[config.mk]
export PLATFORM = sky130hd
export DESIGN_NAME = spi_slave_flat
export DESIGN_NICKNAME = d
export VERILOG_FILES = /design/src/rtl/cpu_io_pkg.sv /design/src/rtl/spi_slave_if.sv /design/src/rtl/spi_slave_rx_fifo.sv /design/src/rtl/spi_slave.sv /design/src/flat_wrapper.sv
export SDC_FILE = /design/constraint.sdc
export NUM_CORES = 1
export LEC_CHECK = 0
export ABC_CLOCK_PERIOD_IN_PS = 3100
export CORE_UTILIZATION = 51
export CTS_CLUSTER_SIZE = 10
export DETAILED_ROUTE_END_ITERATION = 10
export GPL_TIMING_DRIVEN = 1
export PLACE_DENSITY_LB_ADDON = 0.08
export SETUP_SLACK_MARGIN = 0.4
export SLEW_MARGIN = 10
export SYNTH_ARGS = -nofsm -noshare
export SYNTH_HDL_FRONTEND = slang
export SYNTH_SLANG_ARGS = --single-unit
[constraint.sdc]
create_clock -name clk -period 3.1 [get_ports clk]
set_clock_uncertainty 0.15 [all_clocks]
set_input_delay 0.93 -clock clk [delete_from_list [all_inputs] [get_ports clk]]
set_output_delay 0.93 -clock clk [all_outputs]
set_load 0.02 [all_outputs]
[src/rtl/cpu_io_pkg.sv]
// Shared IO-bus peripheral definitions: conf/flag bit positions and the SPI
// responder state encoding.
package cpu_io_pkg;

    localparam int unsigned CONF_CPHA = 0;
    localparam int unsigned CONF_CPOL = 1;
    localparam int unsigned CONF_LSB  = 2;

    localparam int unsigned FLAG_RX_OVERRUN  = 0;
    localparam int unsigned FLAG_TX_UNDERRUN = 1;
    localparam int unsigned FLAG_FRAME_ABORT = 2;

    typedef enum logic [1:0] {
        IDLE  = 2'd0,
        LOAD  = 2'd1,
        SHIFT = 2'd2
    } spi_state_t;

endpackage

[src/rtl/spi_slave_if.sv]
// IO-bus side of the SPI responder: conf/data/status register signals.
interface spi_slave_if;

    logic [7:0] conf;
    logic [7:0] tx_data;
    logic       tx_load;
    logic       tx_full;
    logic [7:0] rx_data;
    logic       rx_pop;
    logic [4:0] rx_count;
    logic       busy;
    logic [2:0] flags;
    logic       clr_flags;

    modport slave (
        input  conf, tx_data, tx_load, rx_pop, clr_flags,
        output tx_full, rx_data, rx_count, busy, flags
    );

    modport master (
        output conf, tx_data, tx_load, rx_pop, clr_flags,
        input  tx_full, rx_data, rx_count, busy, flags
    );

endinterface

[src/rtl/spi_slave_rx_fifo.sv]
// First-word-fall-through byte FIFO for received SPI bytes, with occupancy count.
module spi_slave_rx_fifo #(
    parameter int unsigned DEPTH = 4
) (
    input  logic       clk,
    input  logic       rst,
    input  logic       i_push,
    input  logic [7:0] i_data,
    input  logic       i_pop,
    output logic [7:0] o_data,
    output logic [4:0] o_count,
    output logic       o_full
);

    localparam int unsigned AW = (DEPTH > 1) ? $clog2(DEPTH) : 1;

    logic [7:0]    r_mem [DEPTH];
    logic [AW-1:0] r_wr;
    logic [AW-1:0] r_rd;
    logic [4:0]    r_count;
    logic          w_empty;
    logic          w_pop;
    logic          w_push;

    assign w_empty = (r_count == 5'd0);
    assign o_full  = (r_count == 5'(DEPTH));
    // A pop frees the slot the same cycle, so a full FIFO still accepts push+pop.
    assign w_pop   = i_pop && !w_empty;
    assign w_push  = i_push && (!o_full || w_pop);

    always_ff @(posedge clk) begin
        if (w_push) begin
            r_mem[r_wr] <= i_data;
        end
    end

    always_ff @(posedge clk or posedge rst) begin
        if (rst) begin
            r_wr    <= '0;
            r_rd    <= '0;
            r_count <= '0;
        end else begin
            if (w_push) begin
                r_wr <= r_wr + 1'b1;
            end
            if (w_pop) begin
                r_rd <= r_rd + 1'b1;
            end
            case ({w_push, w_pop})
                2'b10:   r_count <= r_count + 5'd1;
                2'b01:   r_count <= r_count - 5'd1;
                default: r_count <= r_count;
            endcase
        end
    end

    assign o_count = r_count;
    assign o_data  = w_empty ? '0 : r_mem[r_rd];

endmodule

[src/rtl/spi_slave.sv]
// SPI responder: oversamples the SPI pins in the CPU clock domain, double-buffers
// TX through a holding register and queues received bytes in a small FIFO.
module spi_slave
    import cpu_io_pkg::*;
#(
    parameter int unsigned SYNC_STAGES = 2,
    parameter int unsigned RX_DEPTH    = 4,
    parameter logic [7:0]  IDLE_BYTE   = 8'hFF
) (
    input  logic       clk,
    input  logic       rst,
    input  logic       spi_sclk,
    input  logic       spi_mosi,
    input  logic       spi_cs_n,
    output logic       spi_miso,
    output logic       miso_oe,
    spi_slave_if.slave bus
);

    logic [SYNC_STAGES-1:0] r_sclk_sync;
    logic [SYNC_STAGES-1:0] r_mosi_sync;
    logic [SYNC_STAGES-1:0] r_cs_sync;
    logic [SYNC_STAGES-1:0] r_sync_vld;
    logic                   r_sclk_prev;
    logic                   r_cs_prev;

    logic w_sclk_s;
    logic w_mosi_s;
    logic w_cs_s;
    logic w_vld;
    logic w_cs_fall;
    logic w_cs_rise;
    logic w_lead;
    logic w_trail;
    logic w_active;
    logic w_sample;
    logic w_drive;

    spi_state_t r_state;
    spi_state_t w_state_nx;
    logic       w_reload;
    logic       w_push;
    logic       w_abort;
    logic       w_overrun;
    logic       w_fifo_full;

    logic       r_cpha;
    logic       r_cpol;
    logic       r_lsb;
    logic [7:0] r_shift;
    logic [7:0] r_rx;
    logic [7:0] r_tx_hold;
    logic       r_tx_full;
    logic       r_oe;
    logic [3:0] r_bitcnt;
    logic [2:0] r_flags;
    logic [2:0] w_flag_set;
    logic [2:0] w_flag_clr;
    logic       w_unused_conf;

    assign w_unused_conf = ^bus.conf[7:3];

    always_ff @(posedge clk or posedge rst) begin
        if (rst) begin
            r_sclk_sync <= '0;
            r_mosi_sync <= '0;
            r_cs_sync   <= '1;
            r_sync_vld  <= '0;
            r_sclk_prev <= 1'b0;
            r_cs_prev   <= 1'b0;
        end else begin
            r_sclk_sync <= {r_sclk_sync[SYNC_STAGES-2:0], spi_sclk};
            r_mosi_sync <= {r_mosi_sync[SYNC_STAGES-2:0], spi_mosi};
            r_cs_sync   <= {r_cs_sync[SYNC_STAGES-2:0], spi_cs_n};
            r_sync_vld  <= {r_sync_vld[SYNC_STAGES-2:0], 1'b1};
            r_sclk_prev <= w_sclk_s;
            if (w_vld) begin
                r_cs_prev <= w_cs_s;
            end
        end
    end

    assign w_sclk_s = r_sclk_sync[SYNC_STAGES-1];
    assign w_mosi_s = r_mosi_sync[SYNC_STAGES-1];
    assign w_cs_s   = r_cs_sync[SYNC_STAGES-1];
    assign w_vld    = r_sync_vld[SYNC_STAGES-1];

    // r_cs_prev starts low and only tracks real pin samples, so a select already
    // asserted across reset release is ignored until cs_n has been seen high.
    assign w_cs_fall = w_vld && r_cs_prev && !w_cs_s;
    assign w_cs_rise = w_vld && !r_cs_prev && w_cs_s;

    assign w_lead  = (w_sclk_s != r_cpol) && (r_sclk_prev == r_cpol);
    assign w_trail = (w_sclk_s == r_cpol) && (r_sclk_prev != r_cpol);

    assign w_active = (r_state == SHIFT) && !w_cs_rise && !w_push;
    assign w_sample = w_active && (r_cpha ? w_trail : w_lead);
    // Bit 0 is already on miso after a reload, so the first drive edge of each byte is skipped.
    assign w_drive  = w_active && (r_cpha ? w_lead : w_trail) && (r_bitcnt != 4'd0);

    always_ff @(posedge clk or posedge rst) begin
        if (rst) begin
            r_state <= IDLE;
        end else begin
            r_state <= w_state_nx;
        end
    end

    always_comb begin
        w_state_nx = r_state;
        w_reload   = 1'b0;
        w_push     = 1'b0;
        w_abort    = 1'b0;
        case (r_state)
            IDLE: begin
                if (w_cs_fall) begin
                    w_state_nx = LOAD;
                end
            end
            LOAD: begin
                if (w_cs_rise) begin
                    w_state_nx = IDLE;
                end else begin
                    w_state_nx = SHIFT;
                    w_reload   = 1'b1;
                end
            end
            SHIFT: begin
                w_push = (r_bitcnt == 4'd8);
                if (w_cs_rise) begin
                    w_state_nx = IDLE;
                    w_abort    = (r_bitcnt != 4'd0) && (r_bitcnt != 4'd8);
                end else begin
                    w_reload = w_push;
                end
            end
            default: w_state_nx = IDLE;
        endcase
    end

    assign w_overrun = w_push && w_fifo_full && !bus.rx_pop;

    always_comb begin
        w_flag_set                   = '0;
        w_flag_set[FLAG_RX_OVERRUN]  = w_overrun;
        w_flag_set[FLAG_TX_UNDERRUN] = w_reload && !r_tx_full;
        w_flag_set[FLAG_FRAME_ABORT] = w_abort;
        w_flag_clr                   = bus.clr_flags ? bus.tx_data[2:0] : 3'b000;
    end

    always_ff @(posedge clk or posedge rst) begin
        if (rst) begin
            r_cpha    <= 1'b0;
            r_cpol    <= 1'b0;
            r_lsb     <= 1'b0;
            r_shift   <= '0;
            r_rx      <= '0;
            r_tx_hold <= '0;
            r_tx_full <= 1'b0;
            r_oe      <= 1'b0;
            r_bitcnt  <= '0;
            r_flags   <= '0;
        end else begin
            if (r_state == LOAD) begin
                r_cpha <= bus.conf[CONF_CPHA];
                r_cpol <= bus.conf[CONF_CPOL];
                r_lsb  <= bus.conf[CONF_LSB];
            end

            if (w_reload) begin
                r_shift <= r_tx_full ? r_tx_hold : IDLE_BYTE;
            end else if (w_drive) begin
                r_shift <= r_lsb ? {1'b0, r_shift[7:1]} : {r_shift[6:0], 1'b0};
            end

            if (w_sample) begin
                r_rx <= r_lsb ? {w_mosi_s, r_rx[7:1]} : {r_rx[6:0], w_mosi_s};
            end

            if ((w_state_nx != SHIFT) || w_push) begin
                r_bitcnt <= '0;
            end else if (w_sample) begin
                r_bitcnt <= r_bitcnt + 4'd1;
            end

            r_oe <= (w_state_nx == SHIFT);

            // A write landing on a reload refills the hold as the old byte leaves it.
            if (w_reload && r_tx_full) begin
                if (bus.tx_load) begin
                    r_tx_hold <= bus.tx_data;
                end else begin
                    r_tx_full <= 1'b0;
                end
            end else if (bus.tx_load && !r_tx_full) begin
                r_tx_hold <= bus.tx_data;
                r_tx_full <= 1'b1;
            end

            r_flags <= (r_flags & ~w_flag_clr) | w_flag_set;
        end
    end

    spi_slave_rx_fifo #(
        .DEPTH (RX_DEPTH)
    ) u_rx_fifo (
        .clk     (clk),
        .rst     (rst),
        .i_push  (w_push),
        .i_data  (r_rx),
        .i_pop   (bus.rx_pop),
        .o_data  (bus.rx_data),
        .o_count (bus.rx_count),
        .o_full  (w_fifo_full)
    );

    assign spi_miso    = r_oe && (r_lsb ? r_shift[0] : r_shift[7]);
    assign miso_oe     = r_oe;
    assign bus.tx_full = r_tx_full;
    assign bus.busy    = !w_cs_s && (r_state != IDLE);
    assign bus.flags   = r_flags;

endmodule

[src/flat_wrapper.sv]
// flat-port wrapper written by rule: the top's interface ports become plain ports
module spi_slave_flat import cpu_io_pkg::*;
#(
    parameter int unsigned SYNC_STAGES = 2,
    parameter int unsigned RX_DEPTH    = 4,
    parameter logic [7:0]  IDLE_BYTE   = 8'hFF
)
  (clk, rst, spi_sclk, spi_mosi, spi_cs_n, spi_miso, miso_oe, bus_conf, bus_tx_data, bus_tx_load, bus_rx_pop, bus_clr_flags, bus_tx_full, bus_rx_data, bus_rx_count, bus_busy, bus_flags);
  spi_slave_if bus_i ();
  input  logic clk;
  input  logic rst;
  input  logic spi_sclk;
  input  logic spi_mosi;
  input  logic spi_cs_n;
  output logic spi_miso;
  output logic miso_oe;
  input wire logic [$bits(bus_i.conf)-1:0] bus_conf;
  input wire logic [$bits(bus_i.tx_data)-1:0] bus_tx_data;
  input wire logic [$bits(bus_i.tx_load)-1:0] bus_tx_load;
  input wire logic [$bits(bus_i.rx_pop)-1:0] bus_rx_pop;
  input wire logic [$bits(bus_i.clr_flags)-1:0] bus_clr_flags;
  output wire logic [$bits(bus_i.tx_full)-1:0] bus_tx_full;
  output wire logic [$bits(bus_i.rx_data)-1:0] bus_rx_data;
  output wire logic [$bits(bus_i.rx_count)-1:0] bus_rx_count;
  output wire logic [$bits(bus_i.busy)-1:0] bus_busy;
  output wire logic [$bits(bus_i.flags)-1:0] bus_flags;
  assign bus_i.conf = bus_conf;
  assign bus_i.tx_data = bus_tx_data;
  assign bus_i.tx_load = bus_tx_load;
  assign bus_i.rx_pop = bus_rx_pop;
  assign bus_i.clr_flags = bus_clr_flags;
  assign bus_tx_full = bus_i.tx_full;
  assign bus_rx_data = bus_i.rx_data;
  assign bus_rx_count = bus_i.rx_count;
  assign bus_busy = bus_i.busy;
  assign bus_flags = bus_i.flags;
  spi_slave #(.SYNC_STAGES(SYNC_STAGES), .RX_DEPTH(RX_DEPTH), .IDLE_BYTE(IDLE_BYTE)) u_core (.clk(clk), .rst(rst), .spi_sclk(spi_sclk), .spi_mosi(spi_mosi), .spi_cs_n(spi_cs_n), .spi_miso(spi_miso), .miso_oe(miso_oe), .bus(bus_i));
endmodule
==> reports/qor.csv <==
stage,metric,value,unit
run_status,run status,"finished, final reports clean",
sta,final hold viol count,0,
min_path,Hold WC Path Type,register to register,
clock_network,CTS H-Tree Depth,3,
detailed_routing,vias per cell,5.56,
global_route,grt ovf,0,
placement,RD Place Congestion,0.796,
cells_and_area,Antenna diodes,0,
clock_network,clock latency on the worst-skew pair,0.35,ns
critical_path,crit start category,register,
pwr,pwr dens,837,nW/um^2
critical_path,CP max-delay cell,or4_4,
critical_path,Worst Path Max Fanout,8,
global_route,GR Util All Layers,0.196,
sta,"Slew Viols, Final",0,
cells_and_area,share of cells above drive strength 1,0.274,
pwr,total power,4.29,mW
die,die width,92.5,um
detailed_routing,drt wl/cell,16.2,um
synthesis,"top cells by area, synth","dfrtp_1, edfxtp_1, mux2i_1, mux2_2, mux4_2",
critical_path,Critical Path End Type,primary output,
placement,Place WS,-0.471,ns
die,initial core utilization,0.535,
synthesis,complex-gate fraction of the synthesized area,0.0713,
clock_network,clk sinks,89,
die,Cell Rows,32,
sta,final setup vio count,0,
die,IO Pins,44,
synthesis,Post-synth ARST share,0.640,
critical_path,Buf/Inv on CP,2,
pwr,worst IR drop on VDD,0.467,mV
pwr,register share of total power,0.414,
global_route,vias in the first global route,2617,
clock_network,clk slew on worst S/H paths,0.09,ns
critical_path,"Cell Chain, Critical Path","or4_4, nor2_4, buf_6, nor2b_1, dlygate4sd2_1",
synthesis,most common flop cell mapped by yosys,dfrtp_1,
placement,Port-buffer cells,38,
die,Core ar.,7810,um^2
pwr,combinational power share,0.396,
clock_network,Root Buffer,clkbuf_8,
pwr,sw power,1.51,mW
synthesis,Avg Inst Size Synth,13.5,um^2
critical_path,R2R depth,11,
placement,dpl hpwl,5250,um
synthesis,share of Yosys cell area claimed by the top area cell type,0.330,
clock_network,TritonCTS clock tree,yes,
clock_network,CTS buffer count,9,
die,chip height,92.5,um
min_path,hold_sp,u_core.r_mosi_sync[0],
critical_path,Crit Path Class,register to primary output,
synthesis,post-synthesis xor/xnor area fraction,0.0189,
pwr,P_int,2.78,mW
clock_network,Clock Path Buffers,2,
synthesis,Synth Area in Adders,0.0419,
critical_path,FF-to-FF End,u_core.u_rx_fifo.o_count[4],
detailed_routing,WL final,7830,um
detailed_routing,Pre-antenna DRT Iters,4,
synthesis,Yosys top cell by area,dfrtp_1,
cells_and_area,Nets,413,
sta,Fmax achieved,0.331,GHz
cells_and_area,final instance area,5130,um^2
synthesis,"Seq/Total Area, Yosys",0.572,
cells_and_area,most frequent cells in the layout,"dfrtp_1, edfxtp_1, clkdlybuf4s50_1",
detailed_routing,Via Count,2679,
synthesis,Synth Net Count,348,
detailed_routing,drt drc,0,
critical_path,CP arrival,1.94,ns
sta,RSZ-0062 raised after global routing,yes,
global_route,first-pass GRT wire length,12800,um
sta,Worst Tran Pin Value,0.840,ns
detailed_routing,"antenna viol nets, final",0,
synthesis,largest family of logic cells by synthesized area,multiplexers,
global_route,pin count of the biggest net entering global routing,58,
sta,fin crit share,0.974,
critical_path,WP data required,2.02,ns
critical_path,"Largest delay share family, worst path",simple AND/OR/NAND/NOR gates,
sta,Sum Neg Setup Slack,0,ns
cells_and_area,Reg area,2390,um^2
critical_path,reg2reg start,u_core.u_rx_fifo.o_count[1],
cells_and_area,FILL cells,606,
min_path,worst min-delay path endpoint,u_core.r_mosi_sync[1],
sta,Period minus WS final,3.02,ns
cells_and_area,"commonest non-fill, non-tap cell in the layout",dfrtp_1,
synthesis,Mapped Cells,310,
synthesis,simple-gate share of the synthesized area,0.105,
synthesis,post-synthesis mux area share,0.166,
detailed_routing,1st-iter DRT viols,169,
cells_and_area,P&R area growth vs syn,22.8,%
synthesis,Unique masters post-synth,49,
sta,Slew headroom,0.437,
placement,cell area after placement,4840,um^2
min_path,Hold Path Depth,0,
synthesis,Synth warnings,0,
die,die area,8560,um^2
pwr,Clock power frac,0.190,
global_route,initial antenna violation count,0,
synthesis,Post-Syn Area,4180,um^2
critical_path,largest stage delay on the critical path,0.57,ns
pwr,Pleak,2.17,nW
flow_run,max_cap viols,0,
cells_and_area,area of the multi-input gates,1760,um^2
synthesis,register bit total from synthesis,89,
critical_path,reg2reg setup slack,0.09,ns
pwr,Sw Share,0.351,
cells_and_area,final core utilization,0.657,
synthesis,"EDFF count, synth",32,
sta,worst setup slack after layout,0.0816,ns
[timing repair]
item / in CTS / in global routing
pin swaps: 4 / 3
gates resized for setup: 18 / 17
setup endpoints to repair: 13 / 16
buffers inserted: 4 / 2
hold buffers: 0 / 0
[worst max path at each step]
stage | start | to | slack (ns) | cells past startpoint
6_report | u_core.u_rx_fifo.o_count[1] | bus_rx_data[7] | 0.08 | 5
5_1_grt | u_core.u_rx_fifo.o_count[1] | u_core.u_rx_fifo.o_count[4] | -0.006 | 11
4_1_cts | u_core.u_rx_fifo.o_count[1] | bus_rx_data[4] | 0.04 | 5
3_5_place_dp | bus_rx_pop | u_core.u_rx_fifo.o_count[4] | -0.47 | 11
2_1_floorplan | u_core.u_rx_fifo.o_count[1] | u_core.u_rx_fifo.o_count[4] | -0.04 | 13
3_3_place_gp | bus_rx_pop | u_core.u_rx_fifo.o_count[4] | -0.40 | 11
[per-layer routing]
metal	up-vias	global-route usage	routed length, um
met2	58	0.316	3850
li1	1260	-	-
met4	0	0.0508	75
met1	1352	0.267	3610
met3	9	0.0501	294
met5	-	0	0
[Yosys cell counts, types with 2 or more instances]
| library cell | number |
|---|---|
| nor2_1 | 6 |
| xor2_1 | 5 |
| a21oi_1 | 20 |
| nand2_1 | 8 |
| a211oi_1 | 4 |
| nand3_1 | 5 |
| or4_1 | 2 |
| mux2_2 | 22 |
| mux4_2 | 8 |
| a21boi_0 | 2 |
| a21o_1 | 2 |
| nor3b_1 | 2 |
| inv_1 | 13 |
| dfstp_2 | 2 |
| o211ai_1 | 2 |
| and3b_1 | 2 |
| edfxtp_1 | 32 |
| nand3b_1 | 3 |
| nor4b_1 | 2 |
| o31ai_1 | 2 |
| and3_2 | 4 |
| ha_1 | 14 |
| nor2b_1 | 21 |
| nand2b_1 | 3 |
| clkbuf_1 | 9 |
| o21ai_0 | 11 |
| mux2i_1 | 25 |
| xnor2_1 | 4 |
| dfrtp_1 | 55 |
[cell families after synthesis]
logic type / count (synthesis)
AO/OA/AOI/OAI: 48
XOR/XNOR: 9
adder cells (fa/ha/maj): 14
buffers and inverters: 24
flip-flops: 89
multiplexers: 56
other: 1
AND/OR/NAND/NOR: 69
[state kept, by name, summed over array words and instances (netlist names), 2 cells and up]
name,cells
u_core.r_rx,8
u_core.u_rx_fifo.r_mem,32
u_core.r_shift,8
u_core.r_tx_hold,8
u_core.r_cs_sync,2
u_core.r_sync_vld,2
u_core.bus.flags,3
u_core.u_rx_fifo.o_count,5
u_core.u_rx_fifo.r_rd,2
u_core.r_mosi_sync,2
u_core.r_bitcnt,4
u_core.r_sclk_sync,2
u_core.r_state,2
u_core.u_rx_fifo.r_wr,2
[power groups by stage]
stage          combinational (mW)  sequential (mW)  clock [mW]
6_report                     1.70             1.78       0.816
5_1_grt                      1.84             1.81       0.886
4_1_cts                      1.68             1.77       0.831
3_5_place_dp                 1.68             1.79           0
3_3_place_gp                 1.64             1.78           0
2_1_floorplan                1.13             1.74           0
[per-stage QoR]
stage | hold WS [ns] | std cells
6_report | 0.205 | 482
2_1_floorplan | 0.181 | 310
4_1_cts | 0.209 | 480
5_1_grt | 0.217 | 482
3_3_place_gp | 0.183 | 460
3_5_place_dp | 0.186 | 460
[final cells by class]
type | instances | share of cell area
Tap cell | 102 | 0.0249
Sequential cell | 89 | 0.467
Clock inverter | 6 | 0.0142
Timing Repair Buffer | 65 | 0.116
Multi-Input combinational cell | 197 | 0.343
Clock buffer | 10 | 0.0249
Inverter | 13 | 0.0100
Note: power is estimated with default switching activity, not from simulation.
